### src/rtl/rv_pkg.sv
// Shared RV32 decode definitions: opcode constants, immediate formats and
// the IF/ID skid-buffer state encoding.
package rv_pkg;

    localparam logic [6:0] OP_R      = 7'b0110011;
    localparam logic [6:0] OP_IMM    = 7'b0010011;
    localparam logic [6:0] OP_LOAD   = 7'b0000011;
    localparam logic [6:0] OP_STORE  = 7'b0100011;
    localparam logic [6:0] OP_BRANCH = 7'b1100011;
    localparam logic [6:0] OP_LUI    = 7'b0110111;
    localparam logic [6:0] OP_AUIPC  = 7'b0010111;
    localparam logic [6:0] OP_JAL    = 7'b1101111;
    localparam logic [6:0] OP_JALR   = 7'b1100111;

    typedef enum logic [2:0] {FMT_I, FMT_S, FMT_B, FMT_U, FMT_J, FMT_NONE} imm_fmt_t;

    typedef enum logic [1:0] {EMPTY, ONE, TWO} state_t;

    function automatic imm_fmt_t imm_fmt(input logic [6:0] op);
        case (op)
            OP_IMM, OP_LOAD, OP_JALR: return FMT_I;
            OP_STORE:                 return FMT_S;
            OP_BRANCH:                return FMT_B;
            OP_LUI, OP_AUIPC:         return FMT_U;
            OP_JAL:                   return FMT_J;
            default:                  return FMT_NONE;
        endcase
    endfunction

endpackage

### src/rtl/rv_imm_gen.sv
// Combinational RV32 immediate generator, sign-extended from bit 31 to XLEN.
// R-format and unknown opcodes yield zero.
module rv_imm_gen
    import rv_pkg::*;
#(
    parameter int XLEN = 64
) (
    input  logic [31:0]     i_instr,
    output logic [XLEN-1:0] o_imm
);

    logic [31:0] w_imm32;

    always_comb begin
        w_imm32 = '0;
        case (imm_fmt(i_instr[6:0]))
            FMT_I: w_imm32 = {{20{i_instr[31]}}, i_instr[31:20]};
            FMT_S: w_imm32 = {{20{i_instr[31]}}, i_instr[31:25], i_instr[11:7]};
            FMT_B: w_imm32 = {{19{i_instr[31]}}, i_instr[31], i_instr[7],
                              i_instr[30:25], i_instr[11:8], 1'b0};
            FMT_U: w_imm32 = {i_instr[31:12], 12'b0};
            FMT_J: w_imm32 = {{11{i_instr[31]}}, i_instr[31], i_instr[19:12],
                              i_instr[20], i_instr[30:21], 1'b0};
            default: w_imm32 = '0;
        endcase
    end

    assign o_imm = XLEN'($signed(w_imm32));

endmodule

### src/rtl/if_id_skid.sv
// IF/ID pipeline register with a two-entry skid buffer and field/immediate decode.
// Optional IF_ID_TRACE_EN adds a simulation-only per-consume trace line.
module if_id_skid
    import rv_pkg::*;
#(
    parameter int PC_W = 8,
    parameter int XLEN = 64
) (
    input  logic            clk,
    input  logic            rst,
    input  logic            flush,
    input  logic            in_valid,
    output logic            in_ready,
    input  logic [31:0]     instr_in,
    input  logic [PC_W-1:0] pc_in,
    output logic            out_valid,
    input  logic            out_ready,
    output logic [31:0]     instr_out,
    output logic [PC_W-1:0] pc_out,
    output logic [6:0]      opcode,
    output logic [4:0]      rd,
    output logic [2:0]      funct3,
    output logic [4:0]      rs1,
    output logic [4:0]      rs2,
    output logic [6:0]      funct7,
    output logic [XLEN-1:0] imm
);

    state_t          r_state, w_next_state;
    logic            r_in_ready;
    logic [31:0]     r_main_instr, r_skid_instr;
    logic [PC_W-1:0] r_main_pc, r_skid_pc;
    logic            w_accept, w_consume;
    logic            w_load_main, w_load_skid, w_skid_to_main, w_clear_main;

    assign w_accept  = in_valid & r_in_ready;
    assign w_consume = out_valid & out_ready;

    always_ff @(posedge clk) begin
        if (rst) begin
            r_state    <= EMPTY;
            r_in_ready <= 1'b1;
        end else begin
            r_state    <= w_next_state;
            r_in_ready <= (w_next_state != TWO);
        end
    end

    always_comb begin
        w_next_state = r_state;
        if (flush) begin
            w_next_state = EMPTY;
        end else begin
            case (r_state)
                EMPTY: if (w_accept) w_next_state = ONE;
                ONE: begin
                    if (w_accept && !w_consume)      w_next_state = TWO;
                    else if (!w_accept && w_consume) w_next_state = EMPTY;
                end
                TWO:   if (w_consume) w_next_state = ONE;
                default: w_next_state = EMPTY;
            endcase
        end
    end

    // Datapath enables; flush overrides every load so a same-cycle accept is dropped.
    always_comb begin
        w_load_main    = 1'b0;
        w_load_skid    = 1'b0;
        w_skid_to_main = 1'b0;
        w_clear_main   = flush;
        if (!flush) begin
            case (r_state)
                EMPTY: w_load_main = w_accept;
                ONE: begin
                    w_load_main  = w_accept & w_consume;
                    w_load_skid  = w_accept & ~w_consume;
                    w_clear_main = ~w_accept & w_consume;
                end
                TWO:   w_skid_to_main = w_consume;
                default: w_clear_main = 1'b1;
            endcase
        end
    end

    always_ff @(posedge clk) begin
        if (rst) begin
            r_main_instr <= '0;
            r_main_pc    <= '0;
            r_skid_instr <= '0;
            r_skid_pc    <= '0;
        end else begin
            if (w_clear_main) begin
                r_main_instr <= '0;
                r_main_pc    <= '0;
            end else if (w_load_main) begin
                r_main_instr <= instr_in;
                r_main_pc    <= pc_in;
            end else if (w_skid_to_main) begin
                r_main_instr <= r_skid_instr;
                r_main_pc    <= r_skid_pc;
            end
            if (w_load_skid) begin
                r_skid_instr <= instr_in;
                r_skid_pc    <= pc_in;
            end
        end
    end

    // Outputs are gated by valid so an empty stage always presents zeros.
    always_comb begin
        in_ready  = r_in_ready;
        out_valid = (r_state != EMPTY);
        instr_out = out_valid ? r_main_instr : '0;
        pc_out    = out_valid ? r_main_pc : '0;
    end

    assign opcode = instr_out[6:0];
    assign rd     = instr_out[11:7];
    assign funct3 = instr_out[14:12];
    assign rs1    = instr_out[19:15];
    assign rs2    = instr_out[24:20];
    assign funct7 = instr_out[31:25];

    rv_imm_gen #(.XLEN(XLEN)) u_imm_gen (
        .i_instr (instr_out),
        .o_imm   (imm)
    );

`ifdef IF_ID_TRACE_EN
    always @(posedge clk) begin
        if (!rst && w_consume) begin
            case (imm_fmt(opcode))
                FMT_I: $display("if_id: I pc=%h rd=%0d rs1=%0d rs2=%0d imm=%0d", pc_out, rd, rs1, rs2, $signed(imm));
                FMT_S: $display("if_id: S pc=%h rd=%0d rs1=%0d rs2=%0d imm=%0d", pc_out, rd, rs1, rs2, $signed(imm));
                FMT_B: $display("if_id: B pc=%h rd=%0d rs1=%0d rs2=%0d imm=%0d", pc_out, rd, rs1, rs2, $signed(imm));
                FMT_U: $display("if_id: U pc=%h rd=%0d rs1=%0d rs2=%0d imm=%0d", pc_out, rd, rs1, rs2, $signed(imm));
                FMT_J: $display("if_id: J pc=%h rd=%0d rs1=%0d rs2=%0d imm=%0d", pc_out, rd, rs1, rs2, $signed(imm));
                default: begin
                    if (opcode == OP_R)
                        $display("if_id: R pc=%h rd=%0d rs1=%0d rs2=%0d imm=%0d", pc_out, rd, rs1, rs2, $signed(imm));
                    else
                        $display("if_id: op=%b pc=%h rd=%0d rs1=%0d rs2=%0d imm=%0d", opcode, pc_out, rd, rs1, rs2, $signed(imm));
                end
            endcase
        end
    end
`endif

endmodule

### config.mk
export PLATFORM = sky130hd
export DESIGN_NAME = if_id_skid
export DESIGN_NICKNAME = d
export VERILOG_FILES = /design/src/rtl/rv_pkg.sv /design/src/rtl/rv_imm_gen.sv /design/src/rtl/if_id_skid.sv
export SDC_FILE = /design/constraint.sdc
export NUM_CORES = 1
export LEC_CHECK = 0
export ABC_AREA = 0
export CAP_MARGIN = 20
export CELL_PAD_IN_SITES_DETAIL_PLACEMENT = 1
export CELL_PAD_IN_SITES_GLOBAL_PLACEMENT = 2
export CORE_MARGIN = 1.5
export CORE_UTILIZATION = 25
export DETAILED_ROUTE_END_ITERATION = 10
export PLACE_DENSITY = 0.86
export SLEW_MARGIN = 0
export SYNTH_ARGS = -nofsm -noshare
export SYNTH_HDL_FRONTEND = slang
export SYNTH_SLANG_ARGS = --single-unit
export TNS_END_PERCENT = 1
### constraint.sdc
create_clock -name clk -period 3.73 [get_ports clk]
set_clock_uncertainty 0.05 [all_clocks]
set_input_delay 0.746 -clock clk [delete_from_list [all_inputs] [get_ports clk]]
set_output_delay 0.746 -clock clk [all_outputs]
set_load 0.02 [all_outputs]
==> results of run 1 <==
==> per-layer routing <==
| layer | vias up | wire [um] | global-route usage |
|---|---|---|---|
| met2 | 137 | 7490 | 0.272 |
| met1 | 2051 | 6780 | 0.184 |
| met5 | - | 13 | 0 |
| li1 | 2037 | - | - |
| met3 | 21 | 911 | 0.0418 |
| met4 | 2 | 243 | 0.0466 |
==> how the worst min path moves through the flow <==
stage,cells after the start,to,slack (ps),start
floorplan,2,r_skid_instr[0],390,r_skid_instr[0]
global placement,2,r_skid_instr[24],390,r_skid_instr[24]
detailed placement,2,r_skid_instr[0],400,r_skid_instr[0]
CTS,2,r_skid_instr[0],410,r_skid_instr[0]
global route,2,r_skid_instr[12],420,r_skid_instr[12]
finish,2,r_skid_instr[2],400,r_skid_instr[2]
==> cell type report <==
| type | count | area share |
|---|---|---|
| clock inverter | 4 | 0.0147 |
| sequential | 83 | 0.250 |
| clock buffer | 11 | 0.0380 |
| timing repair buffer | 192 | 0.288 |
| multi-input combinational | 364 | 0.358 |
| tap | 234 | 0.0441 |
| inverter | 13 | 0.00734 |
==> power breakdown <==
group,switching (mW),internal [mW],leakage (nW)
Sequential,0.0180,0.906,0.672
Clock,0.358,0.687,0.168
Combinational,0.120,0.0936,1.45
Total,0.496,1.69,2.29
==> per-stage QoR <==
step                worst slack (ps)  utilization  instance area, um^2  instances
detailed placement               453        0.334                 6250        885
global placement                 520        0.334                 6250        885
floorplan                       93.6            -                 4770        566
finish                           204        0.355                 6650        901
CTS                             68.3        0.353                 6600        900
global route                    32.4        0.355                 6650        901
==> cells by family after synthesis <==
family | synth area share
AND/OR/NAND/NOR | 0.192
multiplexers | 0.0881
flip-flops | 0.348
buffers and inverters | 0.162
AO/OA/AOI/OAI | 0.210
==> sequential cells by signal, summed over array words and instances (netlist names) <==
name	count
r_main_instr	32
r_skid_instr	32
r_main_pc	8
r_skid_pc	8
r_state	2
in_ready	1
==> worst reg2reg max path: cells and delay by family, from the launching register on <==
kind / cells / cell delay, ps
simple gates: 3 / 1560
flops: 1 / 510
compound gates: 1 / 80
==> cell usage in the layout, fill, tap and decap left out, types with 2 or more instances in the layout <==
cell / count
clkdlybuf4s50_1: 181
nand2_1: 96
dfxtp_1: 83
nor2_1: 52
a21oi_1: 43
mux2i_1: 42
a211oi_2: 40
and2_1: 28
o21ai_0: 13
inv_1: 12
a21o_1: 9
clkbuf_16: 9
buf_4: 9
nand3_1: 4
a22o_1: 4
bufinv_16: 3
nor3_1: 2
a211oi_1: 2
nor3_4: 2
a21oi_2: 2
and3_1: 2
nor4_1: 2
clkbuf_8: 2
==> results.ini, run 1 <==
[synthesis]
syn_inst=566
synth_ff_type=dfxtp_1
synth_common_cells=96 x nand2_1, 83 x dfxtp_1, 64 x buf_4, 52 x nor2_1, 45 x a21oi_1
yosysWarnings=0
synthArstFlopShare=0
yosysTopAreaCellShare=0.348
syn-cell-area_um2=4770
yosys.cell_types.count=44
synth_top_cell_by_area=dfxtp_1
synth_most_common_cell=nand2_1
ys_top_cells_by_area=dfxtp_1 35%, a211oi_2 10%, buf_4 10%
avgSynthCellArea_um2=8.43
synth_nets=611
synth-edff-count=0
ys_seq_area_frac=0.348
ys_ff_latch=83

[floorplanning]
rows=50
ios=183
core_area_um2=18700
dieWidth_um=141
die_area_um2=19900
start_util=0.255
die_y_um=141

[run_status]
status=completed

[global_route]
grt_use_total=0.155
antenna_found_initial=1
grt_overflow=0
grt_pass1_wl_um=24000
grt_max_degree=81
grt_pass1_vias=4521

[detailed_routing]
drtPass1Iterations=4
via_per_inst=4.71
final_antenna_net_count=0
wl_per_cell_um=17.1
routed_wl_um=15400
num_vias=4248
drt-initial-drc-count=113
post-route-drc-count=0

[timing]
worstMarginPinSlew_ps=1010
fin_crit_ps=3530
hold_viol_final=0
rsz0062_at_grt=no
setup-tns-final_ps=0
period_share=0.945
setup_viol=0
hold_slack_ps=404
final-max-slew-violation-count=0
fmax_mhz=284
max_slew_margin=0.326

[job]
cap_violations=0

[critical_path]
path_cells=nor2_1, inv_2, nand3_1, nor3b_4, a21o_1, clkdlybuf4s50_1
rrSetupSlack_ps=1390
r2r-end=r_skid_instr[22]
cpMaxStageDelayCell=clkdlybuf4s50_1
crit_end=imm[17]
end_kind=primary output
cp.depth=6
startpoint=r_state[1]
reg2regPathDepth=4
critical_path_peak_fanout=11
rr_startpoint=r_state[0]
cp_top_family=simple AND/OR/NAND/NOR gates
cp-start-kind=flop
critical_path_class=flop to primary output
worst_ep_arrival_time_ps=2730
critPathRequiredTime_ps=2930
path_buf_inv=2
critPathMaxStageDelay_ps=600

[power]
power_mw=2.18
ir_drop_v=0.000220
p_leak_nw=2.29
power_density_nw_per_um2=328

[finish]
nNetsFinal=708
drive_above_1_share=0.121
n_fill_cell=2126
n_antenna_cell=0
syn_to_final_growth_pct=39.2
register_area_um2=1660
multi_input_area_um2=2380

[placed_design]
portBuffers=182
hpwl_um=11200
gp_congestion=0.819

[cts]
cts_root_buf=clkbuf_16
cts.clk_slew.worst_paths_ps=60
worstSkewPairLatency_ps=330
cts_tree=yes
cts_inserted_buffers=9
post_cts_resized=0
cts_buffer_depth=2
ctsHoldBuffers=0
cts_sinks=83
cts_setup_buffers=0
htreeDepth=3

[hold_path]
hold_class=flop to flop

Power figures use the tool's default switching activity.
==> run 2: changes to the inputs <==
--- a/config.mk
+++ b/config.mk
@@ -6,10 +6,11 @@
 export NUM_CORES = 1
 export LEC_CHECK = 0
 export ABC_AREA = 0
+export ABC_CLOCK_PERIOD_IN_PS = 3730
 export CAP_MARGIN = 20
 export CELL_PAD_IN_SITES_DETAIL_PLACEMENT = 1
 export CELL_PAD_IN_SITES_GLOBAL_PLACEMENT = 2
-export CORE_MARGIN = 1.5
+export CORE_MARGIN = 10
 export CORE_UTILIZATION = 25
 export DETAILED_ROUTE_END_ITERATION = 10
 export PLACE_DENSITY = 0.86
@@ -17,4 +18,3 @@
 export SYNTH_ARGS = -nofsm -noshare
 export SYNTH_HDL_FRONTEND = slang
 export SYNTH_SLANG_ARGS = --single-unit
-export TNS_END_PERCENT = 1
==> run 2 against run 1 <==
Compared with the run above:
- sequential power about the same
- maximum frequency up 1.8%
- die area increased by 26%
- combinational power increased by 2%
- final cell count up 0.33%
- flip-flop and latch count unchanged
- clock power hardly changed
- worst setup slack improved by 63 ps
- first-iteration DRC count is the same
- register-to-register slack improved by 100 ps
- hold slack better by 2.3 ps
- critical path type unchanged
- largest power group unchanged
==> results.ini, run 2 (synthesis gave the netlist of run 1 again) <==
[finish]
syn_to_final_growth_pct=39.6
drive_above_1_share=0.126  ; +0.00431
top_regs=r_main_instr x32, r_skid_instr x32
nNetsFinal=709  ; +0.14%
final_common_cell=clkdlybuf4s50_1
multi_input_area_um2=2380  ; about the same
n_fill_cell=2158  ; +1.5%
register_area_um2=1660  ; +0.15%
layout_common_cells=181 x clkdlybuf4s50_1, 96 x nand2_1, 81 x dfxtp_1

[detailed_routing]
via_per_inst=4.70  ; -0.24%
drt-initial-drc-count=113  ; unchanged
num_vias=4252  ; +0.094%
drtPass1Iterations=4  ; unchanged
final_antenna_net_count=0  ; unchanged
post-route-drc-count=0  ; unchanged
wl_per_cell_um=19.2  ; +12%
routed_wl_um=17300  ; +12%

[cts]
cts_sinks=83  ; unchanged
cts_inserted_buffers=9  ; unchanged
ctsHoldBuffers=0  ; unchanged
cts_setup_buffers=0  ; unchanged
cts_tree=yes
cts_root_buf=clkbuf_16
htreeDepth=3  ; unchanged
cts_buffer_depth=2  ; unchanged
worstSkewPairLatency_ps=330  ; about the same
cts.clk_slew.worst_paths_ps=60  ; about the same

[timing]
period_share=0.928  ; -0.0169
max_slew_margin=0.302  ; -0.0239
setup_slack_ps=267  ; +62.9 ps
rsz0062_at_grt=no
setup_viol=0  ; unchanged
final-max-slew-violation-count=0  ; unchanged
fin_crit_ps=3460  ; -62.9 ps
setup-tns-final_ps=0  ; unchanged
hold_viol_final=0  ; unchanged
fmax_mhz=289  ; +1.8%
hold_slack_ps=406  ; +2.34 ps
worstMarginPinSlew_ps=1050  ; +35.8 ps

[global_route]
grt_overflow=0  ; unchanged
grt_pass1_vias=4566  ; +1.0%
grt_use_total=0.131  ; -0.0235
grt_pass1_wl_um=25600  ; +6.6%
grt_max_degree=81  ; unchanged
antenna_found_initial=2  ; +1

[critical_path]
end_kind=primary output
critical_path_class=flop to primary output
r2r-end=r_skid_instr[2]
critical_path_peak_fanout=20  ; +9
critPathRequiredTime_ps=2930  ; about the same
worst_ep_arrival_time_ps=2670  ; -60 ps
crit_end=imm[0]
startpoint=r_state[1]
rr_startpoint=r_state[0]
cp-start-kind=flop
rrSetupSlack_ps=1490  ; +100 ps
reg2regPathDepth=4  ; unchanged

[power]
p_leak_nw=2.28  ; -0.37%
power_mw=2.17  ; -0.42%
power_density_nw_per_um2=326  ; -0.72%
ir_drop_v=0.000225  ; +2.3%

[placed_design]
hpwl_um=12800  ; +15%
pre_cts_ws_ps=244  ; -209 ps
gp_congestion=0.756  ; -7.7%
portBuffers=182  ; unchanged

[floorplanning]
dieWidth_um=158  ; +12%
ios=183  ; unchanged
rows=50  ; unchanged
die_area_um2=25000  ; +26%
die_y_um=158  ; +12%
start_util=0.254  ; -0.000851
core_area_um2=18800  ; +0.33%

[hold_path]
hp-start=r_skid_instr[9]
hold_class=flop to flop

[job]
cap_violations=0  ; unchanged

[run_status]
status=completed

==> run 2: changes by cell type in the layout (fill, tap and decap cells not counted), moves of 2 or more <==
cell     previous run  this run
diode_2             0         2
dfxtp_2             0         2
dfxtp_1            83        81
nor3b_2             0         2
==> run 2: per-stage QoR <==
stage | instance area [um^2] | util | std cells
2_1_floorplan | 4770 | - | 566
6_report | 6670 | 0.355 | 904
3_5_place_dp | 6270 | 0.334 | 886
5_1_grt | 6660 | 0.355 | 902
4_1_cts | 6620 | 0.353 | 901
3_3_place_gp | 6270 | 0.334 | 886
==> run 2: layout make-up <==
type	instances	share of cell area
Clock buffer	11	0.0364
Antenna cell	2	0.000751
Timing Repair Buffer	193	0.290
Tap cell	234	0.0439
Multi-Input combinational cell	364	0.357
Sequential cell	83	0.250
Clock inverter	4	0.0148
Inverter	13	0.00770
==> run 2: power by group <==
| group | internal, mW | leakage (nW) | switching, mW | total, mW |
|---|---|---|---|---|
| Combinational | 0.0955 | 1.44 | 0.123 | 0.218 |
| Sequential | 0.906 | 0.673 | 0.0185 | 0.925 |
| Clock | 0.671 | 0.166 | 0.360 | 1.03 |
==> run 2: worst max-delay path: stages, from the launching register on <==
cell and delay (ps):
dfxtp_2 450, nor2_1 140, inv_4 210, nand3_1 290, nor3_4 380, a32o_1 240
clkdlybuf4s50_1 620
==> run 2: timing repair <==
action | CTS | global route
setup endpoints to repair | 5 | 22
pin swaps | 0 | 1
gates resized for setup | 3 | 4
==> run 2: routing by layer <==
metal,GRT usage,share of wire
met4,0.0251,0.0065
met2,0.227,0.47
met3,0.0597,0.11
met1,0.146,0.41
met5,0,0
==> run 2: how the worst min path moves through the flow <==
stage / endpoint / cells past startpoint
finish: r_skid_instr[9] / 2
CTS: r_skid_instr[1] / 2
floorplan: r_skid_instr[0] / 2
global route: r_skid_pc[0] / 2
detailed placement: r_skid_instr[24] / 2
global placement: r_skid_instr[24] / 2
